$ cat src/rtl/sm_sat_accum_if.sv
// Purpose: operand/result handshake bundle for the sign-magnitude saturating accumulator.
// Latency: none, wiring only.
// Backpressure: in_valid/in_ready on the operand side, out_valid/out_ready on the result side.
interface sm_sat_accum_if #(
    parameter int W     = 8,
    parameter int GUARD = 1
);
    localparam int OW = W + GUARD;

    // operand side
    logic          in_valid;
    logic          in_ready;
    logic [W-1:0]  a_mag;
    logic          a_sign;
    logic [W-1:0]  b_mag;
    logic          b_sign;
    logic          mode;
    logic          clr;

    // result side
    logic          out_valid;
    logic          out_ready;
    logic [OW-1:0] out_mag;
    logic          out_sign;
    logic          out_sat;

    // operand source / result consumer view
    modport master (
        output in_valid, a_mag, a_sign, b_mag, b_sign, mode, clr, out_ready,
        input  in_ready, out_valid, out_mag, out_sign, out_sat
    );

    // accumulator view
    modport slave (
        input  in_valid, a_mag, a_sign, b_mag, b_sign, mode, clr, out_ready,
        output in_ready, out_valid, out_mag, out_sign, out_sat
    );
endinterface

$ cat src/rtl/sm_sat_accum.sv
// Purpose: pipelined sign-magnitude saturating adder (mode 0) / accumulator (mode 1); SM_ACC_STICKY_EN adds sat_sticky.
// Latency: 2 register stages; a beat handshaked in cycle c is presented in cycle c+2; 1 beat/cycle.
// Backpressure: in_ready = !out_valid || out_ready; a stalled result holds the whole pipe frozen.
module sm_sat_accum #(
    parameter int W     = 8,
    parameter int GUARD = 1
) (
    input  logic clk,
    input  logic rst_n,
`ifdef SM_ACC_STICKY_EN
    output logic sat_sticky,
`endif
    sm_sat_accum_if.slave bus
);
    localparam int OW = W + GUARD;
    // Two extra bits: one for sign, one so a+b (or acc+a) can never wrap.
    localparam int SW = OW + 2;

    typedef logic signed [SW-1:0] tc_t;

    localparam tc_t MAX_TC = tc_t'({2'b00, {OW{1'b1}}});
    localparam tc_t MIN_TC = -MAX_TC;

    // Sign-magnitude to two's complement; a negative zero maps onto plain zero.
    function automatic tc_t sm_to_tc(input logic [W-1:0] mag, input logic sgn);
        tc_t m;
        m = tc_t'({{(SW - W){1'b0}}, mag});
        return sgn ? -m : m;
    endfunction

    logic pipe_en;

    // stage 1: operands in two's complement
    logic s1_vld_q,  s1_vld_d;
    tc_t  s1_a_q,    s1_a_d;
    tc_t  s1_b_q,    s1_b_d;
    logic s1_mode_q, s1_mode_d;
    logic s1_clr_q,  s1_clr_d;

    // stage 2: result registers and running accumulator
    logic          out_vld_q,  out_vld_d;
    logic [OW-1:0] out_mag_q,  out_mag_d;
    logic          out_sign_q, out_sign_d;
    logic          out_sat_q,  out_sat_d;
    tc_t           acc_q,      acc_d;

    // stage 2 combinational datapath
    tc_t           base;
    tc_t           addend;
    tc_t           sum;
    tc_t           res_tc;
    logic          res_sat;
    logic [OW-1:0] res_mag;
    logic          res_sign;

    // The whole pipe advances together; a held result blocks everything upstream.
    assign pipe_en      = !out_vld_q || bus.out_ready;
    assign bus.in_ready = pipe_en;

    assign bus.out_valid = out_vld_q;
    assign bus.out_mag   = out_mag_q;
    assign bus.out_sign  = out_sign_q;
    assign bus.out_sat   = out_sat_q;

    // Stage 1 next state: capture converted operands on accept, drop valid on a bubble.
    always_comb begin
        s1_vld_d  = s1_vld_q;
        s1_a_d    = s1_a_q;
        s1_b_d    = s1_b_q;
        s1_mode_d = s1_mode_q;
        s1_clr_d  = s1_clr_q;
        if (pipe_en) begin
            s1_vld_d = bus.in_valid;
            if (bus.in_valid) begin
                s1_a_d    = sm_to_tc(bus.a_mag, bus.a_sign);
                s1_b_d    = sm_to_tc(bus.b_mag, bus.b_sign);
                s1_mode_d = bus.mode;
                s1_clr_d  = bus.clr;
            end
        end
    end

    // Stage 1 registers.
    always_ff @(posedge clk or negedge rst_n) begin
        if (!rst_n) begin
            s1_vld_q  <= 1'b0;
            s1_a_q    <= '0;
            s1_b_q    <= '0;
            s1_mode_q <= 1'b0;
            s1_clr_q  <= 1'b0;
        end else begin
            s1_vld_q  <= s1_vld_d;
            s1_a_q    <= s1_a_d;
            s1_b_q    <= s1_b_d;
            s1_mode_q <= s1_mode_d;
            s1_clr_q  <= s1_clr_d;
        end
    end

    // Add and clamp. acc_q already holds the previous mode-1 beat's result when the
    // next beat reaches this point, so back-to-back accumulation needs no forwarding.
    always_comb begin
        base   = s1_clr_q ? tc_t'(0) : acc_q;
        addend = s1_mode_q ? base : s1_b_q;
        sum    = s1_a_q + addend;
        res_tc  = sum;
        res_sat = 1'b0;
        if (sum > MAX_TC) begin
            res_tc  = MAX_TC;
            res_sat = 1'b1;
        end else if (sum < MIN_TC) begin
            res_tc  = MIN_TC;
            res_sat = 1'b1;
        end
        // |res_tc| <= MAX always fits in OW bits, so the low bits suffice for negation.
        res_sign = res_tc[SW-1];
        res_mag  = res_sign ? (~res_tc[OW-1:0] + OW'(1)) : res_tc[OW-1:0];
    end

    // Stage 2 next state: result registers and accumulator move only on pipe advance.
    always_comb begin
        out_vld_d  = out_vld_q;
        out_mag_d  = out_mag_q;
        out_sign_d = out_sign_q;
        out_sat_d  = out_sat_q;
        acc_d      = acc_q;
        if (pipe_en) begin
            out_vld_d = s1_vld_q;
            if (s1_vld_q) begin
                out_mag_d  = res_mag;
                out_sign_d = res_sign;
                out_sat_d  = res_sat;
                if (s1_mode_q) begin
                    acc_d = res_tc;
                end else if (s1_clr_q) begin
                    acc_d = '0;
                end
            end
        end
    end

    // Stage 2 registers; reset discards any beat in flight and zeroes the accumulator.
    always_ff @(posedge clk or negedge rst_n) begin
        if (!rst_n) begin
            out_vld_q  <= 1'b0;
            out_mag_q  <= '0;
            out_sign_q <= 1'b0;
            out_sat_q  <= 1'b0;
            acc_q      <= '0;
        end else begin
            out_vld_q  <= out_vld_d;
            out_mag_q  <= out_mag_d;
            out_sign_q <= out_sign_d;
            out_sat_q  <= out_sat_d;
            acc_q      <= acc_d;
        end
    end

`ifdef SM_ACC_STICKY_EN
    logic out_clr_q,    out_clr_d;
    logic sat_sticky_q, sat_sticky_d;

    // Track the clr flag of the presented beat and fold saturation into the sticky
    // flag as each beat leaves; a departing clr beat restarts it from its own sat.
    always_comb begin
        out_clr_d    = out_clr_q;
        sat_sticky_d = sat_sticky_q;
        if (pipe_en && s1_vld_q) begin
            out_clr_d = s1_clr_q;
        end
        if (out_vld_q && bus.out_ready) begin
            sat_sticky_d = out_clr_q ? out_sat_q : (sat_sticky_q | out_sat_q);
        end
    end

    // Sticky-flag registers.
    always_ff @(posedge clk or negedge rst_n) begin
        if (!rst_n) begin
            out_clr_q    <= 1'b0;
            sat_sticky_q <= 1'b0;
        end else begin
            out_clr_q    <= out_clr_d;
            sat_sticky_q <= sat_sticky_d;
        end
    end

    assign sat_sticky = sat_sticky_q;
`endif

endmodule

$ cat src/flat_wrapper.sv
// flat-port wrapper written by rule: the top's interface ports become plain ports
module sm_sat_accum_flat 
#(
    parameter int W     = 8,
    parameter int GUARD = 1
)
  (clk, rst_n, bus_in_valid, bus_a_mag, bus_a_sign, bus_b_mag, bus_b_sign, bus_mode, bus_clr, bus_out_ready, bus_in_ready, bus_out_valid, bus_out_mag, bus_out_sign, bus_out_sat);
  sm_sat_accum_if #(.W(W), .GUARD(GUARD)) bus_i ();
  input  logic clk;
  input  logic rst_n;
  input wire logic [$bits(bus_i.in_valid)-1:0] bus_in_valid;
  input wire logic [$bits(bus_i.a_mag)-1:0] bus_a_mag;
  input wire logic [$bits(bus_i.a_sign)-1:0] bus_a_sign;
  input wire logic [$bits(bus_i.b_mag)-1:0] bus_b_mag;
  input wire logic [$bits(bus_i.b_sign)-1:0] bus_b_sign;
  input wire logic [$bits(bus_i.mode)-1:0] bus_mode;
  input wire logic [$bits(bus_i.clr)-1:0] bus_clr;
  input wire logic [$bits(bus_i.out_ready)-1:0] bus_out_ready;
  output wire logic [$bits(bus_i.in_ready)-1:0] bus_in_ready;
  output wire logic [$bits(bus_i.out_valid)-1:0] bus_out_valid;
  output wire logic [$bits(bus_i.out_mag)-1:0] bus_out_mag;
  output wire logic [$bits(bus_i.out_sign)-1:0] bus_out_sign;
  output wire logic [$bits(bus_i.out_sat)-1:0] bus_out_sat;
  assign bus_i.in_valid = bus_in_valid;
  assign bus_i.a_mag = bus_a_mag;
  assign bus_i.a_sign = bus_a_sign;
  assign bus_i.b_mag = bus_b_mag;
  assign bus_i.b_sign = bus_b_sign;
  assign bus_i.mode = bus_mode;
  assign bus_i.clr = bus_clr;
  assign bus_i.out_ready = bus_out_ready;
  assign bus_in_ready = bus_i.in_ready;
  assign bus_out_valid = bus_i.out_valid;
  assign bus_out_mag = bus_i.out_mag;
  assign bus_out_sign = bus_i.out_sign;
  assign bus_out_sat = bus_i.out_sat;
  sm_sat_accum #(.W(W), .GUARD(GUARD)) u_core (.clk(clk), .rst_n(rst_n), .bus(bus_i));
endmodule
$ cat config.mk
export PLATFORM = sky130hd
export DESIGN_NAME = sm_sat_accum_flat
export DESIGN_NICKNAME = d
export VERILOG_FILES = /design/src/rtl/sm_sat_accum_if.sv /design/src/rtl/sm_sat_accum.sv /design/src/flat_wrapper.sv
export SDC_FILE = /design/constraint.sdc
export NUM_CORES = 1
export LEC_CHECK = 0
export ABC_AREA = 1
export BUFFER_PORTS_ARGS = -buffer_cell sky130_fd_sc_hd__buf_4
export CELL_PAD_IN_SITES_DETAIL_PLACEMENT = 1
export CELL_PAD_IN_SITES_GLOBAL_PLACEMENT = 1
export CORE_MARGIN = 1.5
export CORE_UTILIZATION = 43
export CTS_BUF_LIST = sky130_fd_sc_hd__clkbuf_4 sky130_fd_sc_hd__clkbuf_8 sky130_fd_sc_hd__clkbuf_16
export CTS_CLUSTER_SIZE = 25
export DETAILED_ROUTE_END_ITERATION = 7
export GPL_TIMING_DRIVEN = 1
export MAX_ROUTING_LAYER = met4
export PLACE_DENSITY_LB_ADDON = 0.1
export SYNTH_ARGS = -nofsm -noshare
export SYNTH_HDL_FRONTEND = slang
export SYNTH_SLANG_ARGS = --single-unit
$ cat constraint.sdc
create_clock -name clk -period 4.78 [get_ports clk]
set_clock_uncertainty 0.2 [all_clocks]
set_input_delay 0.717 -clock clk [delete_from_list [all_inputs] [get_ports clk]]
set_output_delay 0.717 -clock clk [all_outputs]
set_load 0.02 [all_outputs]
==> impl_metrics.json <==
{
  "portBuffers": 36,
  "path_delay_family": "simple AND/OR/NAND/NOR gates",
  "endpoint_kind": "flop",
  "crit_arrival_ps": 3940,
  "finalWirelength_um": 8429,
  "synthToLayoutAreaGrowth_pct": 13.82,
  "num_rows": 31,
  "drc": 0,
  "max-cap-violations": 0,
  "clock-sinks": 48,
  "cts_tree": "yes",
  "post-route-util": 0.5088,
  "power_switching_share": 0.4879,
  "setup-tns-final_ps": 0,
  "cp_max_fo": 17,
  "cp.required_ps": 4780,
  "worst-r2r-cell-count": 25,
  "overflow": 0,
  "critPathKind": "reg -> reg",
  "clkTransAtPathRegs_ps": 100,
  "grtUsageTotal": 0.2271,
  "pwr_density_cell_nw_per_um2": 572.2,
  "cts_inserted_buffers": 5,
  "die_x_um": 90.06,
  "fmax_mhz": 253.6,
  "internal_power_w": 0.001087,
  "first_global_vias": 3062,
  "worstMarginPinSlew_ps": 894.7,
  "clock-root-buffer": "clkbuf_8",
  "vias": 2985,
  "wire_per_inst_um": 14.58,
  "hpwlAfterDp_um": 6692,
  "irDropWorstVdd_v": 0.0001465,
  "yosysWarnings": 0,
  "seq_area_frac_synth": 0.3685,
  "reg2reg_from": "u_core.s1_mode_q",
  "crit_buf_inv": 5,
  "first_iter_violations": 124,
  "vias_per_cell": 5.164,
  "place_congestion": 0.8466,
  "firstDrtPassIters": 4,
  "ant_nets": 0,
  "status": "completed",
  "clk_latency_ps": 300,
  "avgSynthCellArea_um2": 7.308,
  "die_h_um": 90.06,
  "syn_inst": 446,
  "p_seq_frac": 0.291,
  "rsz0062_at_grt": "no",
  "slowest_stage": "dfrtp_1",
  "grt_start_max_net_pins": 49,
  "synth_fp_nets": 485,
  "p_sw_w": 0.001036,
  "die-area_um2": 8111,
  "cts_resized": 0,
  "worst_path_most_repeated_cell": "nand2_1",
  "rrSetupSlack_ps": 840,
  "cp_slowest_stage_delay_ps": 540,
  "antenna_found_initial": 0,
  "ios": 37,
  "core-area_um2": 7292,
  "layout-drive-gt1-share": 0.1649,
  "cts_hold_buf": 0,
  "power_frac_comb": 0.585,
  "initial_core_util": 0.4470,
  "cp-start-kind": "flop",
  "synth_seq_cells": 48,
  "n_antenna_cell": 0,
  "hp-class": "in -> async",
  "ys_types": 35,
  "min_period_ps": 3944,
  "cts.path.max_buffers": 2,
  "p_leak_nw": 1.932,
  "final-setup-viol-count": 0,
  "grt_pass1_wl_um": 14500,
  "r2r-end": "u_core.bus.out_mag[8]",
  "post_cts_buffers": 0,
  "htree_levels": 2,
  "slew_violations": 0,
  "clockPowerShare": 0.124,
  "synth_area_um2": 3259,
  "timing.slew.headroom": 0.3998,
  "nets": 517,
  "finalHoldViolations": 0,
  "fin_crit_sh": 0.8250
}
==> routing by layer <==
layer / routed length [µm] / track usage
met5: 0 / -
met2: 4254 / 0.3952
met4: 153 / 0.06614
met1: 3842 / 0.2737
met3: 180 / 0.03130
==> cells in the mapped netlist (all sizes together) <==
cell / count / area share
o31ai: 2 / 0.0046
o211ai: 2 / 0.0046
clkbuf: 11 / 0.013
nand4: 2 / 0.0038
nand3: 28 / 0.051
inv: 50 / 0.058
xnor2: 4 / 0.011
nand2: 155 / 0.20
nor2: 25 / 0.036
clkinv: 1 / 0.0012
nor3: 5 / 0.0077
a22o: 3 / 0.0081
dfrtp: 48 / 0.37
fa: 1 / 0.0061
xor2: 11 / 0.030
o311ai: 1 / 0.0027
a31oi: 4 / 0.0077
a21oi: 21 / 0.038
ha: 14 / 0.054
o21ai: 50 / 0.079
nand3b: 5 / 0.012
buf: 3 / 0.0065
==> layout by cell type (no fill, tap or decap), drive strengths merged <==
cell type / synthesis / final
nor2: 25 / 25
xor2: 11 / 11
nor3: 5 / 5
clkinv: 1 / 2
nand2: 155 / 155
buf: 3 / 39
nand3: 28 / 28
nand4: 2 / 2
dfrtp: 48 / 48
a31oi: 4 / 4
nand3b: 5 / 5
o31ai: 2 / 2
clkbuf: 11 / 6
o21ai: 50 / 50
o211ai: 2 / 2
a21oi: 21 / 21
o311ai: 1 / 1
xnor2: 4 / 4
a22o: 3 / 3
fa: 1 / 1
ha: 14 / 14
inv: 50 / 51
==> worst max path at each step <==
stage	start	to	depth (start not counted)
finish	u_core.s1_mode_q	u_core.bus.out_mag[8]	25
global route	u_core.s1_mode_q	u_core.bus.out_mag[8]	25
CTS	u_core.s1_mode_q	u_core.bus.out_mag[8]	25
detailed placement	u_core.s1_mode_q	u_core.bus.out_mag[8]	25
global placement	u_core.s1_mode_q	u_core.bus.out_mag[8]	23
floorplan	u_core.s1_mode_q	u_core.bus.out_mag[8]	28
==> metrics by stage <==
step	setup WS [ps]	hold WS, ps	cell area, µm²	instances	total power, W
4_1_cts	835.3	241.0	3710	578	0.002142
3_3_place_gp	998.4	258.2	3613	570	0.001827
5_1_grt	349.3	243.7	3710	578	0.002321
2_1_floorplan	1116	221.4	3259	446	0.001524
6_report	836.4	204.1	3710	578	0.002123
3_5_place_dp	837.3	265.9	3613	570	0.001872
==> registers in the layout, indices dropped and copies added, names as in the netlist <==
| register | flops |
|---|---|
| u_core.acc_q | 11 |
| u_core.bus.out_mag | 9 |
| u_core.bus.out_sat | 1 |
| u_core.bus.out_sign | 1 |
| u_core.bus.out_valid | 1 |
| u_core.s1_a_q | 11 |
| u_core.s1_b_q | 11 |
| u_core.s1_clr_q | 1 |
| u_core.s1_mode_q | 1 |
| u_core.s1_vld_q | 1 |
==> power groups by stage <==
stage | sequential, W | clock [W] | combinational [W]
6_report | 0.000617 | 0.000264 | 0.00124
5_1_grt | 0.000636 | 0.000281 | 0.00140
4_1_cts | 0.000619 | 0.000268 | 0.00125
3_5_place_dp | 0.000626 | 0 | 0.00125
3_3_place_gp | 0.000620 | 0 | 0.00121
2_1_floorplan | 0.000660 | 0 | 0.000864
==> worst register-to-register path: cells and delay by family (launching register included) <==
| family | cells | cell delay [ps] |
|---|---|---|
| simple gates | 15 | 1290 |
| fa+ha+maj | 3 | 860 |
| buf+inv | 5 | 600 |
| flops | 1 | 540 |
| compound gates | 2 | 360 |
==> cells by family after synthesis <==
group / synth area share
fa+ha+maj: 0.05989
simple gates: 0.3079
xor+xnor: 0.04031
buf+inv: 0.07869
flops: 0.3685
compound gates: 0.1447
==> area by class of cell <==
type,count,area (µm²)
fill,969,3582
multi-input combinational,333,1802
clock buffer,6,82.58
sequential,48,1201
clock inverter,2,13.76
tap,99,123.9
timing repair buffer,39,292.8
inverter,51,193.9
Note: power is estimated with default switching activity, not from simulation.
